## src/rtl/fetch_replay_gen.sv

```systemverilog
// Fetch address generator with stall replay and catch-up.
// Re-emits the oldest in-flight fetch while the backend stalls.
module fetch_replay_gen #(
  parameter logic [31:0] RESET_PC     = 32'h0000_0400,
  parameter int unsigned DEPTH        = 2,
  parameter logic [7:0]  MISALIGN_EXC = 8'h84
) (
  input  logic        clk,
  input  logic        rst,
  input  logic        clk_en,
  input  logic        stall,
  input  logic        branch,
  input  logic [31:0] branch_tgt,
  input  logic        interrupt,
  input  logic [31:0] interrupt_vector,
  input  logic        rfe_in_wb,
  input  logic [31:0] epc,
  output logic [31:0] fetch_addr,
  output logic [31:0] pc_out,
  output logic [31:0] slot_id_out,
  output logic        bubble_out,
  output logic [7:0]  exc_out,
  output logic        replaying
);

  localparam logic [31:0] DEPTH_W = 32'(DEPTH);
  localparam logic [2:0]  CU_INIT = 3'(DEPTH - 1);

  logic [31:0] pc_q, pc_d;
  logic [31:0] slot_q, slot_d;
  logic [2:0]  cu_q, cu_d;

  logic        stall_fetch;
  logic        cu_act;
  logic        redirect;
  logic [31:0] cu_ext;
  logic [31:0] slot_sel;

  assign stall_fetch = stall & ~interrupt & ~rfe_in_wb;
  assign cu_act      = (cu_q != 3'd0);
  assign redirect    = interrupt | rfe_in_wb | branch;
  assign cu_ext      = {29'd0, cu_q};
  assign replaying   = stall_fetch | cu_act;

  // Pick the address/slot: oldest in flight, catch-up, or new work.
  always_comb begin
    fetch_addr = pc_q;
    slot_sel   = slot_q;
    if (stall_fetch) begin
      fetch_addr = pc_q - (DEPTH_W << 2);
      slot_sel   = slot_q - DEPTH_W;
    end else if (cu_act) begin
      fetch_addr = pc_q - (cu_ext << 2);
      slot_sel   = slot_q - cu_ext;
    end
  end

  // Next PC, slot sequence and catch-up counter.
  always_comb begin
    pc_d   = pc_q;
    slot_d = slot_q;
    cu_d   = cu_q;
    if (stall_fetch) begin
      cu_d = CU_INIT;
    end else begin
      if (interrupt)      pc_d = interrupt_vector;
      else if (rfe_in_wb) pc_d = epc;
      else if (branch)    pc_d = branch_tgt;
      else if (!cu_act)   pc_d = pc_q + 32'd4;
      if (!cu_act) slot_d = slot_q + 32'd1;
      if (redirect)    cu_d = 3'd0;
      else if (cu_act) cu_d = cu_q - 3'd1;
    end
  end

  // State and registered outputs; outputs hold while stalled.
  always_ff @(posedge clk or posedge rst) begin
    if (rst) begin
      pc_q        <= RESET_PC;
      slot_q      <= 32'd0;
      cu_q        <= 3'd0;
      pc_out      <= 32'd0;
      slot_id_out <= 32'd0;
      bubble_out  <= 1'b1;
      exc_out     <= 8'd0;
    end else if (clk_en) begin
      pc_q   <= pc_d;
      slot_q <= slot_d;
      cu_q   <= cu_d;
      if (!stall_fetch) begin
        pc_out      <= fetch_addr;
        slot_id_out <= slot_sel;
        bubble_out  <= redirect;
        exc_out     <= (fetch_addr[1:0] != 2'b00) ? MISALIGN_EXC : 8'd0;
      end
    end
  end

endmodule

```

## config.mk

```make
export PLATFORM = sky130hd
export DESIGN_NAME = fetch_replay_gen
export DESIGN_NICKNAME = d
export VERILOG_FILES = /design/src/rtl/fetch_replay_gen.sv
export SDC_FILE = /design/constraint.sdc
export NUM_CORES = 1
export LEC_CHECK = 0
export ABC_AREA = 0
export BUFFER_PORTS_ARGS = -buffer_cell sky130_fd_sc_hd__buf_4
export CORE_ASPECT_RATIO = 0.8
export CORE_MARGIN = 3
export CORE_UTILIZATION = 50
export DETAILED_ROUTE_END_ITERATION = 8
export PLACE_DENSITY = 0.76
export SYNTH_ARGS = -nofsm -noshare
export SYNTH_HDL_FRONTEND = slang
export SYNTH_SLANG_ARGS = --single-unit
```

## constraint.sdc

```tcl
create_clock -name clk -period 9.3 [get_ports clk]
set_input_delay 0.465 -clock clk [delete_from_list [all_inputs] [get_ports clk]]
set_output_delay 0.465 -clock clk [all_outputs]
set_load 0.005 [all_outputs]
```

[After elaboration in Yosys (flattened, before gate mapping)]
Index checks and enable logic that the tools add are counted.
Cells by class
  bitwise operators: 9
  $add $sub $neg: 6
  reduce and logical (&&, ||, !) cells: 7
  multiplexer cells: 11
  eq/ne operators: 1
Operator list (count)
  $mux 32: 7
  $add 32x1->32 const B: 1
  $add 32x3->32 const B: 1
  $sub 32x3->32: 1
  $sub 32x4->32 const B: 1
  $sub 32x5->32: 1
  $mux 3: 3
  $mux 8: 1
  $reduce_and 3->1: 2
  $reduce_bool 3->1: 2
  $ne 4x4->1 const B: 1
  $not 1->1: 4
  $reduce_and 2->1: 2
  $or 1x1->1: 3
  $sub 3x1->3 const B: 1
  $and 1x1->1: 2
  $reduce_bool 2->1: 1
Word-level totals
  bits in registers: 140
  output and inout bits: 106
  input bits: 103
  word-level logic and storage cells: 41

[Longest topological paths before layout]
  depth in word-level cells: 6
  gate-level depth with buffers: 10
  gate-level depth less buffers: 8

[Worst setup path before layout]
Ideal clock, no wire load.
  path type: register to output
  from: register pc_q[2]
  to: output fetch_addr[20]
  arrival time: 2.161 ns
  cell stages (with the launch flop): 10
  data required time: 8.835 ns
  path buffers: 1
  slack: 6.674 ns
  cells stage by stage: dfrtp_1 > inv_1 > ha_1 > fa_1 > inv_1 > a2111oi_0 > clkbuf_1 > o211ai_1 > o31ai_1 > nand2_1
Between the ends
  cells in the longest elaborated chain, start to end: 3
  elaborated cells between the ends (all ways): 4
  classes of those cells: 2 x add/sub; 2 x mux
Ends and longest elaborated chain
  start: declaration: line 29  | logic [31:0] pc_q, pc_d;
  start signal: assignment: line 87  | pc_q <= pc_d;
  $sub 32x5->32: line 53  | fetch_addr = pc_q - (cu_ext << 2);
  $mux 32: line 52  | end else if (cu_act) begin
  $mux 32 (*): line 49  | if (stall_fetch) begin
  end: declaration: line 18  | output logic [31:0] fetch_addr,
Every way passes the cells marked *; elsewhere a longest branch is shown, timed or not.

[Worst setup path after layout]
  from: register cu_q[1]
  to: output fetch_addr[13]
Between the ends
  cells in the longest elaborated chain, start to end: 3
  elaborated cells between the ends (all ways): 4
  classes of those cells: 1 x add/sub; 2 x mux; 1 x reduce/logical
Ends and longest elaborated chain
  start: declaration: line 31  | logic [2:0] cu_q, cu_d;
  start signal: assignment: line 89  | cu_q <= cu_d;
  $sub 32x5->32 / $reduce_bool 3->1 (equally long branches): line 53, 40
  $mux 32 (*): line 52
  $mux 32 (*): line 49
Marks and branches as above.

==> key figures <==
STA
  – Tcrit/Tclk final: 0.423
  – Finish-stage setup viols: 0
  – Max-Slew Margin vs Limit: 0.197
  – Final slew viol count: 0
  – Tightest Pin Transition: 1.20 ns
  – Count of final hold-check violations: 0
  – Fin Hold WS: 0.232 ns
  – Post-route clock skew: 0.00575 ns
  – Time the worst path needs with I/O delays and setup: 3.94 ns
  – Total negative setup slack: 0 ns
  – Setup repair after global routing missed its margin: no
  – Fmax: 0.254 GHz

Floorplan
  – Horizontal die dimension: 152 um
  – Area enclosed by the die boundary: between 15000 and 20000 um2
  – CORE AREA: 16200 um2
  – Starting utilization of the core area: 0.524
  – Number of rows in the core area: between 40 and 50
  – Y dimension of the die: 123 um
  – Boundary pin count: 209

Detailed routing
  – First-pass iteration count of the detailed router: 6
  – Vias after detailed routing: 8248
  – Drt wl/cell: 19.6 um
  – Number of nets still failing antenna checks after routing: 0
  – Remaining design rule violation count: 0
  – Total wire length: between 20 and 30 mm
  – Count of routing violations after the opening detailed-route iteration: a little under 700
  – Via-per-instance ratio: approximately 6

Critical path
  – Internal reg-to-reg setup slack: 6.07 ns
  – Worst Reg2Reg Path Length in Cells: 7
  – Critical path capture point: fetch_addr[13]
  – Most common cell type on the critical path: buf_4
  – Critical Path AT: 3.47 ns
  – Largest fanout on the critical path: 23
  – R2r endpoint: slot_id_out[23]
  – Launching instance or port of the critical path: cu_q[1]
  – R2R Path Start: cu_q[1]
  – Data required time of the critical path: 8.84 ns
  – Cell-by-cell listing of the critical path: inv_1, ha_1, nor2b_1, nor3_1, a22oi_1, buf_4, nor2_1, xor2_1, buf_4
  – Cell with the largest stage delay on the worst path: nor2b_1
  – Path type of the worst setup path: reg2out
  – Critical Path End Type: output port
  – Crit path largest cell delay: 0.78 ns
  – Sort of element at the start of the critical path: register

Global route
  – Wire length of the first global-routing pass: ~42 mm
  – Number of global-route vias before repair: 7819
  – GRT Total Usage: 0.284
  – Number of antenna violations at the first check in global routing: 0
  – Maximum number of pins on one net before global-route repair: 68
  – Global route overflow: 0

Clock network
  – TritonCTS Buffers: 17
  – Number of levels in the clock H-tree: 4
  – Post-CTS Hold Fix Bufs: 0
  – Clock sink total: roughly 130
  – Number of post-CTS setup repair buffers: 0
  – CTS max path bufs: 2
  – Cells resized by post-CTS repair: 0
  – Clock latency of the later-clocked register in the worst-skew pair: 0.42 ns
  – Clock transition at the register clock pins on the worst setup and hold paths after CTS: 0.06 ns
  – TritonCTS clock tree: done
  – Library cell used as clock root buffer: clkbuf_16

Synth
  – Most frequent cell after synthesis: dfrtp_1
  – Post-synth EDFFs: 0
  – Synth Instances: around 1000
  – Total of warnings raised by yosys: 0
  – Main area contributors after synthesis: dfrtp_1 (39%), xnor2_1 (5.2%), nand2_1 (4.8%)
  – Yosys top cell area share: 0.386
  – Share of synthesized area occupied by flip-flops and latches: 0.392
  – Cell area after technology mapping: 8500 um2
  – Top cells by instance count after synthesis: dfrtp_1 (131), nand2_1 (108), nor2_1 (82)
  – Fraction of registers with async set/reset: 1.00
  – Number of distinct standard cells referenced by the synthesized netlist: 78
  – Post-synthesis area per instance: between 8 and 9 um2
  – Seq cells post-synth: 133
  – Dominant synthesized flop cell: dfrtp_1
  – Leading area contributor after synthesis: dfrtp_1

Finish
  – Fraction of layout instances using a drive strength above 1: 0.257
  – Signed area change from the synthesized netlist to the final layout: 24.6%
  – Flip-flop and latch area: between 3000 and 4000 um2
  – Number of nets in the layout: 1232
  – Total inserted antenna cells: 0
  – Multi-input logic area: 4720 um2
  – Number of fillers in the final layout: about 1400
  – Share of the core filled with cells in the final layout: 0.653
  – Post-route non-filler standard cell count: 1343

Power and ir drop
  – IR drop worst, VDD: roughly 0.17 mV
  – Overall power consumption: 0.00210 W
  – Power per cell area: 198 nW/um2
  – Total leakage power: 4.57 nW

Hold path
  – Path type of the worst min-delay path: in2async

Run status
  – Status: finished clean

Place
  – Placer Congestion: 0.899
  – Count of buffers inserted at the top-level ports: ~200
  – Placed Cells: 1311
  – HPWL reported at the end of detailed placement: 18.8 mm

Run
  – Max-capacitance violation count: 0
==> placed cells by master, fill, tap and decap left out, types with 16 or more instances in the layout <==
master     synthesis  layout
nand2_1          108     107
inv_1             18      17
xnor2_1           50      50
nor3_1            29      29
dfrtp_1          131     131
clkbuf_16          0      17
o21ai_0           68      68
buf_4             10     209
nor2_1            82      81
a31oi_1           32      32
or3_1             17      17
nand3_1           26      26
a21oi_1           16      16
nand4_1           20      20
o31ai_1           20      20
xor2_1            23      23
==> flip-flops by register name, summed over array words and instances (netlist names) <==
name	flops
bubble_out	1
pc_q	32
pc_out	32
cu_q	3
exc_out	1
slot_q	32
slot_id_out	32
==> power breakdown <==
part | switching [W] | internal (W)
registers | 0.000126 | 0.000674
clock network | 0.000263 | 0.000461
logic | 0.000293 | 0.000279
total | 0.000682 | 0.00141
==> how the worst min path moves through the flow <==
stage                               from        endpoint  slack (ns)  depth (start not counted)
final                                rst      pc_out[25]        0.23                          2
after global placement    slot_id_out[0]  slot_id_out[0]        0.46                          1
after CTS                            rst      pc_out[25]        0.26                          2
after detailed placement       pc_out[0]       pc_out[0]        0.46                          2
after floorplan               slot_q[31]      slot_q[31]        0.45                          1
after global routing                 rst      pc_out[21]        0.29                          2
==> through the flow <==
step                instance area, um2  setup slack [ns]
finish                           10600              5.36
floorplan                         8520              5.28
global route                     10600              5.10
global placement                  9960              5.99
detailed placement                9960              5.84
CTS                              10600              5.37
==> cell families after synthesis <==
| group | share of synthesized area |
|---|---|
| xor+xnor | 0.0752 |
| mux | 0.0246 |
| compound gates | 0.186 |
| buf+inv | 0.0564 |
| fa+ha+maj | 0.0224 |
| other cells | 0.000441 |
| simple gates | 0.243 |
| flops | 0.392 |
==> worst max-delay path: cells and delay by family, from the launching register on <==
kind	cells	cell delay (ns)
AO/OA/AOI/OAI	1	0.51
XOR/XNOR	1	0.21
adder cells (fa/ha/maj)	1	0.24
buffers and inverters	3	0.66
flip-flops	1	0.43
AND/OR/NAND/NOR	3	1.00
==> layout make-up <==
| type | instances | share of cell area |
|---|---|---|
| clock buffer | 19 | 0.0428 |
| clock inverter | 13 | 0.0170 |
| inverter | 18 | 0.00661 |
| multi-input combinational | 736 | 0.446 |
| sequential | 133 | 0.314 |
| tap | 215 | 0.0254 |
| timing repair buffer | 209 | 0.148 |
==> metal layers <==
metal | GRT usage | up-vias | wire, um
met5 | 0 | - | 0
met4 | 0.0730 | 0 | 420
met3 | 0.0646 | 37 | 2500
met2 | 0.430 | 398 | 11600
met1 | 0.414 | 3985 | 11800
li1 | - | 3828 | -
Note: power is estimated with default switching activity, not from simulation.
